### config.mk
export PLATFORM = sky130hd
export DESIGN_NAME = lpif_txrx_asym_gearbox_flat
export DESIGN_NICKNAME = d
export VERILOG_FILES = /design/src/rtl/lpif_txrx_asym_gearbox_if.sv /design/src/rtl/lpif_txrx_asym_gearbox.sv /design/src/flat_wrapper.sv
export SDC_FILE = /design/constraint.sdc
export NUM_CORES = 2
export LEC_CHECK = 0
export CORE_AREA = 5 5 337 339
export CTS_BUF_LIST = sky130_fd_sc_hd__clkbuf_8
export DETAILED_ROUTE_END_ITERATION = 6
export DIE_AREA = 0 0 342 344
export GPL_TIMING_DRIVEN = 0
export MAX_ROUTING_LAYER = met4
export PLACE_DENSITY = 0.55
export SYNTH_ARGS = -nofsm -noshare
export SYNTH_HDL_FRONTEND = slang
export SYNTH_SLANG_ARGS = --single-unit
### constraint.sdc
create_clock -name clk_wr -period 2.2 [get_ports clk_wr]
set_clock_uncertainty 0.2 [all_clocks]
set_input_delay 0.22 -clock clk_wr [delete_from_list [all_inputs] [get_ports clk_wr]]
set_output_delay 0.22 -clock clk_wr [all_outputs]
set_load 0.05 [all_outputs]
### src/rtl/lpif_txrx_asym_gearbox_if.sv
// ---------------------------------------------------------------------------
// lpif_txrx_asym_gearbox_if
// Bundles the LPIF flit side and the logic-link FIFO side of the gearbox.
//   dstrm_*            : LPIF flit offered toward the link (push/ready handshake)
//   txfifo_downstream_*: narrow beats toward the TX FIFO (vld/ready)
//   rxfifo_upstream_*  : narrow beats from the RX FIFO (vld only)
//   ustrm_*            : reassembled LPIF flit with one-cycle strobe
//   rx_align_err*      : framing error pulse and saturating count
// modport slave  : the gearbox itself
// modport master : the adapter / FIFO side that surrounds it
// ---------------------------------------------------------------------------
interface lpif_txrx_asym_gearbox_if #(
    parameter int DATA_W   = 256,
    parameter int PROTID_W = 2,
    parameter int CRC_W    = 16,
    parameter int RATIO    = 2
);
    localparam int FLIT_W = 4 + PROTID_W + DATA_W + CRC_W + 3;
    localparam int LANE_W = (FLIT_W + RATIO - 1) / RATIO;
    localparam int BEAT_W = LANE_W + 1;

    logic [3:0]          dstrm_state;
    logic [PROTID_W-1:0] dstrm_protid;
    logic [DATA_W-1:0]   dstrm_data;
    logic                dstrm_dvalid;
    logic [CRC_W-1:0]    dstrm_crc;
    logic                dstrm_crc_valid;
    logic                dstrm_valid;
    logic                dstrm_push;
    logic                dstrm_ready;

    logic [BEAT_W-1:0]   txfifo_downstream_data;
    logic                txfifo_downstream_vld;
    logic                txfifo_downstream_ready;

    logic [BEAT_W-1:0]   rxfifo_upstream_data;
    logic                rxfifo_upstream_vld;

    logic [3:0]          ustrm_state;
    logic [PROTID_W-1:0] ustrm_protid;
    logic [DATA_W-1:0]   ustrm_data;
    logic                ustrm_dvalid;
    logic [CRC_W-1:0]    ustrm_crc;
    logic                ustrm_crc_valid;
    logic                ustrm_valid;
    logic                ustrm_flit_vld;

    logic                rx_align_err;
    logic [7:0]          rx_align_err_cnt;

    modport slave (
        input  dstrm_state, dstrm_protid, dstrm_data, dstrm_dvalid, dstrm_crc,
               dstrm_crc_valid, dstrm_valid, dstrm_push,
               txfifo_downstream_ready, rxfifo_upstream_data, rxfifo_upstream_vld,
        output dstrm_ready, txfifo_downstream_data, txfifo_downstream_vld,
               ustrm_state, ustrm_protid, ustrm_data, ustrm_dvalid, ustrm_crc,
               ustrm_crc_valid, ustrm_valid, ustrm_flit_vld,
               rx_align_err, rx_align_err_cnt
    );

    modport master (
        output dstrm_state, dstrm_protid, dstrm_data, dstrm_dvalid, dstrm_crc,
               dstrm_crc_valid, dstrm_valid, dstrm_push,
               txfifo_downstream_ready, rxfifo_upstream_data, rxfifo_upstream_vld,
        input  dstrm_ready, txfifo_downstream_data, txfifo_downstream_vld,
               ustrm_state, ustrm_protid, ustrm_data, ustrm_dvalid, ustrm_crc,
               ustrm_crc_valid, ustrm_valid, ustrm_flit_vld,
               rx_align_err, rx_align_err_cnt
    );
endinterface

### src/rtl/lpif_txrx_asym_gearbox.sv
// ---------------------------------------------------------------------------
// lpif_txrx_asym_gearbox
// TX: packs one LPIF flit into FLIT_W bits and serialises it into RATIO beats
//     of LANE_W payload bits plus a mark bit (bit 0, set on beat 0 only).
// RX: realigns on the mark bit, collects RATIO beats and presents the flit
//     on registered ustrm_* fields with a one-cycle ustrm_flit_vld strobe.
// Ports: clk_wr (single clock), rst_wr_n (synchronous, active low),
//        bus (slave side of lpif_txrx_asym_gearbox_if).
// RATIO must be 1, 2 or 4.
// ---------------------------------------------------------------------------
module lpif_txrx_asym_gearbox #(
    parameter int DATA_W   = 256,
    parameter int PROTID_W = 2,
    parameter int CRC_W    = 16,
    parameter int RATIO    = 2
) (
    input  logic                      clk_wr,
    input  logic                      rst_wr_n,
    lpif_txrx_asym_gearbox_if.slave   bus
);
    localparam int FLIT_W = 4 + PROTID_W + DATA_W + CRC_W + 3;
    localparam int LANE_W = (FLIT_W + RATIO - 1) / RATIO;
    localparam int BEAT_W = LANE_W + 1;
    localparam int PAD_W  = RATIO * LANE_W;
    localparam int CNT_W  = (RATIO > 1) ? $clog2(RATIO) : 1;

    // ------------------------------------------------------------------ TX
    typedef enum logic {TX_IDLE, TX_SEND} tx_state_e;

    tx_state_e          tx_state, tx_state_d;
    logic [CNT_W-1:0]   tx_cnt, tx_cnt_nxt;
    logic [PAD_W-1:0]   tx_flit, tx_flit_d;
    logic               tx_last, tx_adv, tx_accept;

    always_comb begin
        tx_flit_d  = PAD_W'({bus.dstrm_valid, bus.dstrm_crc_valid, bus.dstrm_crc,
                             bus.dstrm_dvalid, bus.dstrm_data, bus.dstrm_protid,
                             bus.dstrm_state});
        tx_last    = (tx_cnt == CNT_W'(RATIO - 1));
        tx_adv     = (tx_state == TX_SEND) && bus.txfifo_downstream_ready;
        // Accepting on the last beat's ready keeps flits back-to-back.
        bus.dstrm_ready = (tx_state == TX_IDLE) || (tx_adv && tx_last);
        tx_accept  = bus.dstrm_push && bus.dstrm_ready;
        tx_cnt_nxt = tx_last ? '0 : tx_cnt + 1'b1;
        tx_state_d = tx_state;
        if (tx_accept)
            tx_state_d = TX_SEND;
        else if (tx_adv && tx_last)
            tx_state_d = TX_IDLE;
    end

    always_ff @(posedge clk_wr) begin
        if (!rst_wr_n) begin
            tx_state                   <= TX_IDLE;
            tx_cnt                     <= '0;
            tx_flit                    <= '0;
            bus.txfifo_downstream_data <= '0;
            bus.txfifo_downstream_vld  <= 1'b0;
        end else begin
            tx_state <= tx_state_d;
            if (tx_accept) begin
                tx_flit                    <= tx_flit_d;
                tx_cnt                     <= '0;
                bus.txfifo_downstream_data <= {tx_flit_d[LANE_W-1:0], 1'b1};
                bus.txfifo_downstream_vld  <= 1'b1;
            end else if (tx_adv) begin
                tx_cnt                    <= tx_cnt_nxt;
                bus.txfifo_downstream_vld <= !tx_last;
                if (!tx_last)
                    bus.txfifo_downstream_data <=
                        {tx_flit[int'(tx_cnt_nxt)*LANE_W +: LANE_W], 1'b0};
            end
        end
    end

    // ------------------------------------------------------------------ RX
    logic [CNT_W-1:0]   rx_cnt, rx_slot;
    logic [PAD_W-1:0]   rx_buf, rx_asm;
    logic [FLIT_W-1:0]  rx_flit;
    logic [LANE_W-1:0]  rx_slice;
    logic               rx_mark, rx_drop, rx_err, rx_done;

    always_comb begin
        rx_mark  = bus.rxfifo_upstream_data[0];
        rx_slice = bus.rxfifo_upstream_data[BEAT_W-1:1];
        // A mark always restarts the flit; an unmarked beat with nothing
        // in progress has no home and is dropped.
        rx_slot  = rx_mark ? '0 : rx_cnt;
        rx_drop  = !rx_mark && (rx_cnt == '0);
        rx_err   = bus.rxfifo_upstream_vld && (rx_drop || (rx_mark && rx_cnt != '0));
        rx_done  = bus.rxfifo_upstream_vld && !rx_drop && (rx_slot == CNT_W'(RATIO - 1));
        // Final slice is taken straight from the bus so the flit is
        // registered in the same cycle it completes.
        rx_asm   = rx_buf;
        rx_asm[(RATIO-1)*LANE_W +: LANE_W] = rx_slice;
        rx_flit  = FLIT_W'(rx_asm);
    end

    always_ff @(posedge clk_wr) begin
        if (!rst_wr_n) begin
            rx_cnt               <= '0;
            rx_buf               <= '0;
            bus.ustrm_state      <= '0;
            bus.ustrm_protid     <= '0;
            bus.ustrm_data       <= '0;
            bus.ustrm_dvalid     <= 1'b0;
            bus.ustrm_crc        <= '0;
            bus.ustrm_crc_valid  <= 1'b0;
            bus.ustrm_valid      <= 1'b0;
            bus.ustrm_flit_vld   <= 1'b0;
            bus.rx_align_err     <= 1'b0;
            bus.rx_align_err_cnt <= '0;
        end else begin
            bus.ustrm_flit_vld <= rx_done;
            bus.rx_align_err   <= rx_err;
            if (rx_err && bus.rx_align_err_cnt != 8'hFF)
                bus.rx_align_err_cnt <= bus.rx_align_err_cnt + 8'd1;
            if (bus.rxfifo_upstream_vld && !rx_drop) begin
                rx_buf[int'(rx_slot)*LANE_W +: LANE_W] <= rx_slice;
                rx_cnt <= rx_done ? '0 : rx_slot + 1'b1;
            end
            if (rx_done) begin
                bus.ustrm_state     <= rx_flit[3:0];
                bus.ustrm_protid    <= rx_flit[4 +: PROTID_W];
                bus.ustrm_data      <= rx_flit[4+PROTID_W +: DATA_W];
                bus.ustrm_dvalid    <= rx_flit[4+PROTID_W+DATA_W];
                bus.ustrm_crc       <= rx_flit[5+PROTID_W+DATA_W +: CRC_W];
                bus.ustrm_crc_valid <= rx_flit[FLIT_W-2];
                bus.ustrm_valid     <= rx_flit[FLIT_W-1];
            end
        end
    end
endmodule
### src/flat_wrapper.sv
// flat-port wrapper written by rule: the top's interface ports become plain ports
module lpif_txrx_asym_gearbox_flat 
#(
    parameter int DATA_W   = 256,
    parameter int PROTID_W = 2,
    parameter int CRC_W    = 16,
    parameter int RATIO    = 2
)
  (clk_wr, rst_wr_n, bus_dstrm_state, bus_dstrm_protid, bus_dstrm_data, bus_dstrm_dvalid, bus_dstrm_crc, bus_dstrm_crc_valid, bus_dstrm_valid, bus_dstrm_push, bus_txfifo_downstream_ready, bus_rxfifo_upstream_data, bus_rxfifo_upstream_vld, bus_dstrm_ready, bus_txfifo_downstream_data, bus_txfifo_downstream_vld, bus_ustrm_state, bus_ustrm_protid, bus_ustrm_data, bus_ustrm_dvalid, bus_ustrm_crc, bus_ustrm_crc_valid, bus_ustrm_valid, bus_ustrm_flit_vld, bus_rx_align_err, bus_rx_align_err_cnt);
  lpif_txrx_asym_gearbox_if #(.DATA_W(DATA_W), .PROTID_W(PROTID_W), .CRC_W(CRC_W), .RATIO(RATIO)) bus_i ();
  input  logic clk_wr;
  input  logic rst_wr_n;
  input wire logic [$bits(bus_i.dstrm_state)-1:0] bus_dstrm_state;
  input wire logic [$bits(bus_i.dstrm_protid)-1:0] bus_dstrm_protid;
  input wire logic [$bits(bus_i.dstrm_data)-1:0] bus_dstrm_data;
  input wire logic [$bits(bus_i.dstrm_dvalid)-1:0] bus_dstrm_dvalid;
  input wire logic [$bits(bus_i.dstrm_crc)-1:0] bus_dstrm_crc;
  input wire logic [$bits(bus_i.dstrm_crc_valid)-1:0] bus_dstrm_crc_valid;
  input wire logic [$bits(bus_i.dstrm_valid)-1:0] bus_dstrm_valid;
  input wire logic [$bits(bus_i.dstrm_push)-1:0] bus_dstrm_push;
  input wire logic [$bits(bus_i.txfifo_downstream_ready)-1:0] bus_txfifo_downstream_ready;
  input wire logic [$bits(bus_i.rxfifo_upstream_data)-1:0] bus_rxfifo_upstream_data;
  input wire logic [$bits(bus_i.rxfifo_upstream_vld)-1:0] bus_rxfifo_upstream_vld;
  output wire logic [$bits(bus_i.dstrm_ready)-1:0] bus_dstrm_ready;
  output wire logic [$bits(bus_i.txfifo_downstream_data)-1:0] bus_txfifo_downstream_data;
  output wire logic [$bits(bus_i.txfifo_downstream_vld)-1:0] bus_txfifo_downstream_vld;
  output wire logic [$bits(bus_i.ustrm_state)-1:0] bus_ustrm_state;
  output wire logic [$bits(bus_i.ustrm_protid)-1:0] bus_ustrm_protid;
  output wire logic [$bits(bus_i.ustrm_data)-1:0] bus_ustrm_data;
  output wire logic [$bits(bus_i.ustrm_dvalid)-1:0] bus_ustrm_dvalid;
  output wire logic [$bits(bus_i.ustrm_crc)-1:0] bus_ustrm_crc;
  output wire logic [$bits(bus_i.ustrm_crc_valid)-1:0] bus_ustrm_crc_valid;
  output wire logic [$bits(bus_i.ustrm_valid)-1:0] bus_ustrm_valid;
  output wire logic [$bits(bus_i.ustrm_flit_vld)-1:0] bus_ustrm_flit_vld;
  output wire logic [$bits(bus_i.rx_align_err)-1:0] bus_rx_align_err;
  output wire logic [$bits(bus_i.rx_align_err_cnt)-1:0] bus_rx_align_err_cnt;
  assign bus_i.dstrm_state = bus_dstrm_state;
  assign bus_i.dstrm_protid = bus_dstrm_protid;
  assign bus_i.dstrm_data = bus_dstrm_data;
  assign bus_i.dstrm_dvalid = bus_dstrm_dvalid;
  assign bus_i.dstrm_crc = bus_dstrm_crc;
  assign bus_i.dstrm_crc_valid = bus_dstrm_crc_valid;
  assign bus_i.dstrm_valid = bus_dstrm_valid;
  assign bus_i.dstrm_push = bus_dstrm_push;
  assign bus_i.txfifo_downstream_ready = bus_txfifo_downstream_ready;
  assign bus_i.rxfifo_upstream_data = bus_rxfifo_upstream_data;
  assign bus_i.rxfifo_upstream_vld = bus_rxfifo_upstream_vld;
  assign bus_dstrm_ready = bus_i.dstrm_ready;
  assign bus_txfifo_downstream_data = bus_i.txfifo_downstream_data;
  assign bus_txfifo_downstream_vld = bus_i.txfifo_downstream_vld;
  assign bus_ustrm_state = bus_i.ustrm_state;
  assign bus_ustrm_protid = bus_i.ustrm_protid;
  assign bus_ustrm_data = bus_i.ustrm_data;
  assign bus_ustrm_dvalid = bus_i.ustrm_dvalid;
  assign bus_ustrm_crc = bus_i.ustrm_crc;
  assign bus_ustrm_crc_valid = bus_i.ustrm_crc_valid;
  assign bus_ustrm_valid = bus_i.ustrm_valid;
  assign bus_ustrm_flit_vld = bus_i.ustrm_flit_vld;
  assign bus_rx_align_err = bus_i.rx_align_err;
  assign bus_rx_align_err_cnt = bus_i.rx_align_err_cnt;
  lpif_txrx_asym_gearbox #(.DATA_W(DATA_W), .PROTID_W(PROTID_W), .CRC_W(CRC_W), .RATIO(RATIO)) u_core (.clk_wr(clk_wr), .rst_wr_n(rst_wr_n), .bus(bus_i));
endmodule
==> Word level (Yosys, flattened, before mapping) <==
Index checks and enable logic that the tools add are counted.
{ "totals": {"out_inout_bits": 435, "reg_bits": 1000, "elab_cells": 60} }
{ "op_classes": {"reduce_logical": 18, "bitwise_logic": 3, "shifts": 3, "multipliers": 2, "n_mux": 11, "eq_ne": 2, "addsub": 4} }
{ "op_table": {"columns": ["cell", "n"], "rows": [
  ["$mux W142", 3],
  ["$bwmux W282", 1],
  ["$shift A141 B33 Y282 const A", 1],
  ["$shiftx A141 B33 Y282", 1],
  ["$shiftx A282 B32 Y141", 1],
  ["$neg A32 Y33", 1],
  ["$mul A1 B8 Y9 const B", 2],
  ["$logic_and A1 B1 Y1", 9],
  ["$add A8 B1 Y8 const B", 1],
  ["$ne A8 B8 Y1 const B", 1],
  ["$mux W1", 7],
  ["$reduce_bool A2 Y1", 2],
  ["$logic_not A1 Y1", 3],
  ["$not A1 Y1", 3],
  ["$add A1 B1 Y1 const B", 2],
  ["$logic_or A1 B1 Y1", 2],
  ["$ne A2 B2 Y1 const B", 1],
  ["$reduce_and A2 Y1", 1],
  ["$reduce_or A2 Y1", 1]
]} }

==> Logic depth before layout (Yosys ltp) <==
{ "logic_depth": {"ltp_word": 7, "ltp_mapped": 9, "mapped_depth_nobuf": 6} }

==> Worst setup path before layout <==
OpenSTA, ideal clock, no wires.
{ "synth_path": {"path_kind": "register to register", "from": "register u_core.bus.rx_align_err_cnt[0] (netlist bit)", "to": "register u_core.bus.rx_align_err_cnt[0] (netlist bit)", "stages_incl_launch_ff": 6, "setup_slack_ns": 0.260, "setup_ns": 0.115, "arrival_time_ns": 1.625, "path_buffers": 0, "path_cell_list": "dfxtp_1 ha_1 nand3_1 o21ai_0 xnor2_1 and2_1"} }
{ "synth_via": {"elab_chain_cells": 2, "word_cells_on_any_way": 3} }
{ "synth_lines": {"columns": ["element", "line_no", "text"], "rows": [
  ["from (decl)", "lpif_txrx_asym_gearbox_if.sv:58", "rx_align_err, rx_align_err_cnt"],
  ["from (signal assigned)", "lpif_txrx_asym_gearbox.sv:117", "bus.rx_align_err_cnt <= bus.rx_align_err_cnt + 8'd1;"],
  ["parallel branches: the longest is 2 deep, another holds $add A8 B1 Y8", null, null]
]} }
Parallel ways; which one is timed is not known.
A chain may end at the register's enable or synchronous reset.

==> Worst setup path after layout <==
{ "layout_path": {"from": "input bus_dstrm_push", "to": "register u_core.bus.txfifo_downstream_data[140]"} }
{ "layout_via": {"elab_chain_cells": 3, "word_cells_on_any_way": 5} }
{ "layout_lines": {"columns": ["element", "line_no", "text"], "rows": [
  ["from (decl)", "flat_wrapper.sv:20", "input wire logic [$bits(bus_i.dstrm_push)-1:0] bus_dstrm_push;"],
  ["$logic_and A1 B1 Y1 *", "lpif_txrx_asym_gearbox.sv:43", "tx_accept = bus.dstrm_push && bus.dstrm_ready;"],
  ["$ne A2 B2 Y1 (no source line) or $reduce_bool A2 Y1 (tied branches)", null, null],
  ["$reduce_and A2 Y1 (no source line)", null, null],
  ["to (signal assigned)", "lpif_txrx_asym_gearbox.sv:64", "bus.txfifo_downstream_data <= {tx_flit_d[LANE_W-1:0], 1'b1};"],
  ["to (signal assigned)", "lpif_txrx_asym_gearbox.sv:70", "bus.txfifo_downstream_data <="],
  ["to (decl)", "lpif_txrx_asym_gearbox_if.sv:55", "output dstrm_ready, txfifo_downstream_data, txfifo_downstream_vld,"]
]} }
Mark *: on every way between the ends. The rest lies on a longest branch, timed or not.

==> results.ini <==
[status]
status=complete, but fails checks
violations=DRC

[yosys]
synth-main-ff-cell=dfxtp_1
async_reset_ff_frac=0
synth.distinct_cells=39
syn_inst=3306
synthesis.area_mm2=0.0274
ys.warnings.count=0
synth_edf_count=0
synth.avg_cell_area_um2=8.29
synth_nets=3738
ys_ff_latch=718
ys_seq_area_frac=0.525

[die]
start_util=0.249
die_area_mm2=0.118
core_mm2=0.110
die_y_um=344
row_count=122
die_x_um=342
io_pins=863

[critical_path]
path_max_fanout=10
worstRegToRegCells=6
critPathKind=in2reg
worstPathArrival_ps=2620
cp-start-kind=input port
cp_data_required_time_ps=2670
critPathCaptureType=register

[grt]
antenna_found_initial=17
grt_pass1_vias=28300
grt_overflow=0
grt_max_degree=17
grtUsageTotal=0.212
grt_pass1_wl_um=182000

[pwr]
power_leakage_nw=17.3
sw_frac_of_total=0.294
combPwrFrac=0.166
finalPower_mw=32.1
p_seq_frac=0.435
power.switching_mw=9.42
powerDensity_mw_per_mm2=714
power_frac_clock=0.400
internal_power_mw=22.7
vdd_drop_max_mv=0.521

[placement]
io_buffers=861
place_congestion=0.891
hpwl_um=97700

[final_layout]
area_delta_synth_final_pct=64.1
num-fill-cells=11200
drive_above_1_share=0.112
nNetsFinal=5160

[clock_network]
cts-buffers-inserted=133
clockRootBuffer=clkbuf_8
ctsHtreeMaxLevel=4
clk_latency_ps=810
clock_sinks=718
cts_tree=done
clk_path_buf_depth=3
path_clk_slew_ps=60

[timing]
rsz0062_at_grt=true
setup_violations=0
fin_crit_ps=2150
relSlewSlack=0.209
clock.fmax_mhz=465
slew_viol_final=0
min_period_over_period=0.978
hold_violations=0
worstMarginPinSlew_ps=1190
holdWs_ps=50.4

[detailed_routing]
drt-vias-per-instance=4.45
post_drt_wl_per_cell_um=20.1
dr.pass1.iters=7
drt_iter0_markers=1684
ant_nets=0
drc=5
num_vias=28100
finalWirelength_um=127000

[flow_run]
cap_viol_max_count=0

[hold_path]
hold_depth=3
hold_path.class=in2reg

[per-layer routing]
layer  vias to the layer above  global-route usage  part of all wire
li1                      13700                   -                 -
met1                     13300               0.259              0.43
met2                       878               0.346              0.48
met3                       207              0.0533             0.065
met4                         0              0.0651             0.030
met5                         -                   -                 0
[final timing paths]
check	start	to	slack (ps)
min	bus_dstrm_data[132]	u_core.bus.txfifo_downstream_data[139]	50
min reg2reg	u_core.tx_flit[248]	u_core.bus.txfifo_downstream_data[108]	230
max reg2reg	u_core.tx_cnt	u_core.bus.txfifo_downstream_data[140]	90
max	bus_dstrm_push	u_core.bus.txfifo_downstream_data[140]	50
[critical path, stage by stage]
cell             delay [ps]
dlygate4sd3_1           570
clkdlybuf4s50_1         650
nand2_4                 190
buf_4                   250
buf_4                   230
o21ai_2                 420
a21oi_1                  70
[power by group through the flow]
stage / logic (mW) / clock network [mW] / registers [mW]
after floorplan: 1.52 / 0 / 15.1
after global placement: 4.72 / 0 / 14.2
after detailed placement: 4.73 / 0 / 14.2
after CTS: 5.30 / 13.2 / 13.9
after global routing: 5.66 / 13.8 / 14.0
final: 5.32 / 12.8 / 13.9
[flip-flops by register name, indices dropped and copies added (netlist names), 2 cells and up]
register,cells
u_core.bus.ustrm_state,4
u_core.bus.ustrm_data,256
u_core.bus.ustrm_protid,2
u_core.bus.txfifo_downstream_data,142
u_core.tx_flit,140
u_core.bus.rx_align_err_cnt,8
u_core.rx_buf,141
u_core.bus.ustrm_crc,16
[synthesized netlist by cell type (all sizes together), types with 4 or more instances]
cell type	number	share of area
a21oi	281	0.053
nand3	6	0.0011
ha	4	0.0018
inv	4	0.00055
o21ai	143	0.026
and2	4	0.00091
dfxtp	718	0.52
buf	159	0.038
clkbuf	115	0.016
nor2	4	0.00064
a21boi	565	0.15
nand2	1275	0.17
nor2b	4	0.00091
[repair_timing]
action	CTS	global route
setup endpoints to repair	892	399
hold buffers	421	0
pin swaps	0	1
buffers inserted	3	1
hold endpoints to repair	557	0
resized for setup	868	164
cloned	0	2
[stage by stage]
stage | worst slack [ps] | util | instance area, µm² | std cells | TNS (ps)
final | 49.5 | 0.409 | 45000 | 6328 | 0
after global routing | -23.6 | 0.408 | 45000 | 6323 | -51.0
after CTS | 0.00722 | 0.407 | 44800 | 6311 | 0
after detailed placement | -1020 | 0.344 | 37900 | 5655 | -382640
after global placement | -979 | 0.344 | 37900 | 5655 | -368730
after floorplan | 260 | - | 27400 | 3306 | 0
[area by class of cell]
cell class	instances	area [µm²]	area share
clock buffer	162	2230	0.0496
antenna	15	37.5	0.000835
clock inverter	70	378	0.00840
timing repair buffer	1288	12800	0.284
multi-input combinational	2310	11600	0.257
buffer	273	1720	0.0381
tap	1488	1860	0.0414
sequential	718	14400	0.320
inverter	4	15.0	0.000334
[cells in the final DEF (no fill, tap or decap), types with 54 or more instances in the layout]
master	synthesis	layout
buf_2	95	58
dlygate4sd2_1	0	165
a21boi_0	382	354
o21ai_0	143	142
a21boi_1	183	211
clkbuf_1	115	91
dlygate4sd3_1	0	421
a21oi_1	271	270
clkdlybuf4s15_1	0	116
clkdlybuf4s50_1	0	426
clkdlybuf4s15_2	0	128
nand2_1	1274	1274
clkbuf_8	0	162
dfxtp_1	718	716
inv_1	4	54
[logic make-up after synthesis]
family / count (synthesis) / synth area share
and+or+nand+nor: 1306 / 0.182
AOI/OAI and AO/OA: 998 / 0.237
DFF: 718 / 0.525
buffers and inverters: 278 / 0.0546
adders and majority gates: 4 / 0.00183
xor gates and xnor gates: 1 / 0.000320
muxes: 1 / 0.000365
Note: power is estimated with default switching activity, not from simulation.
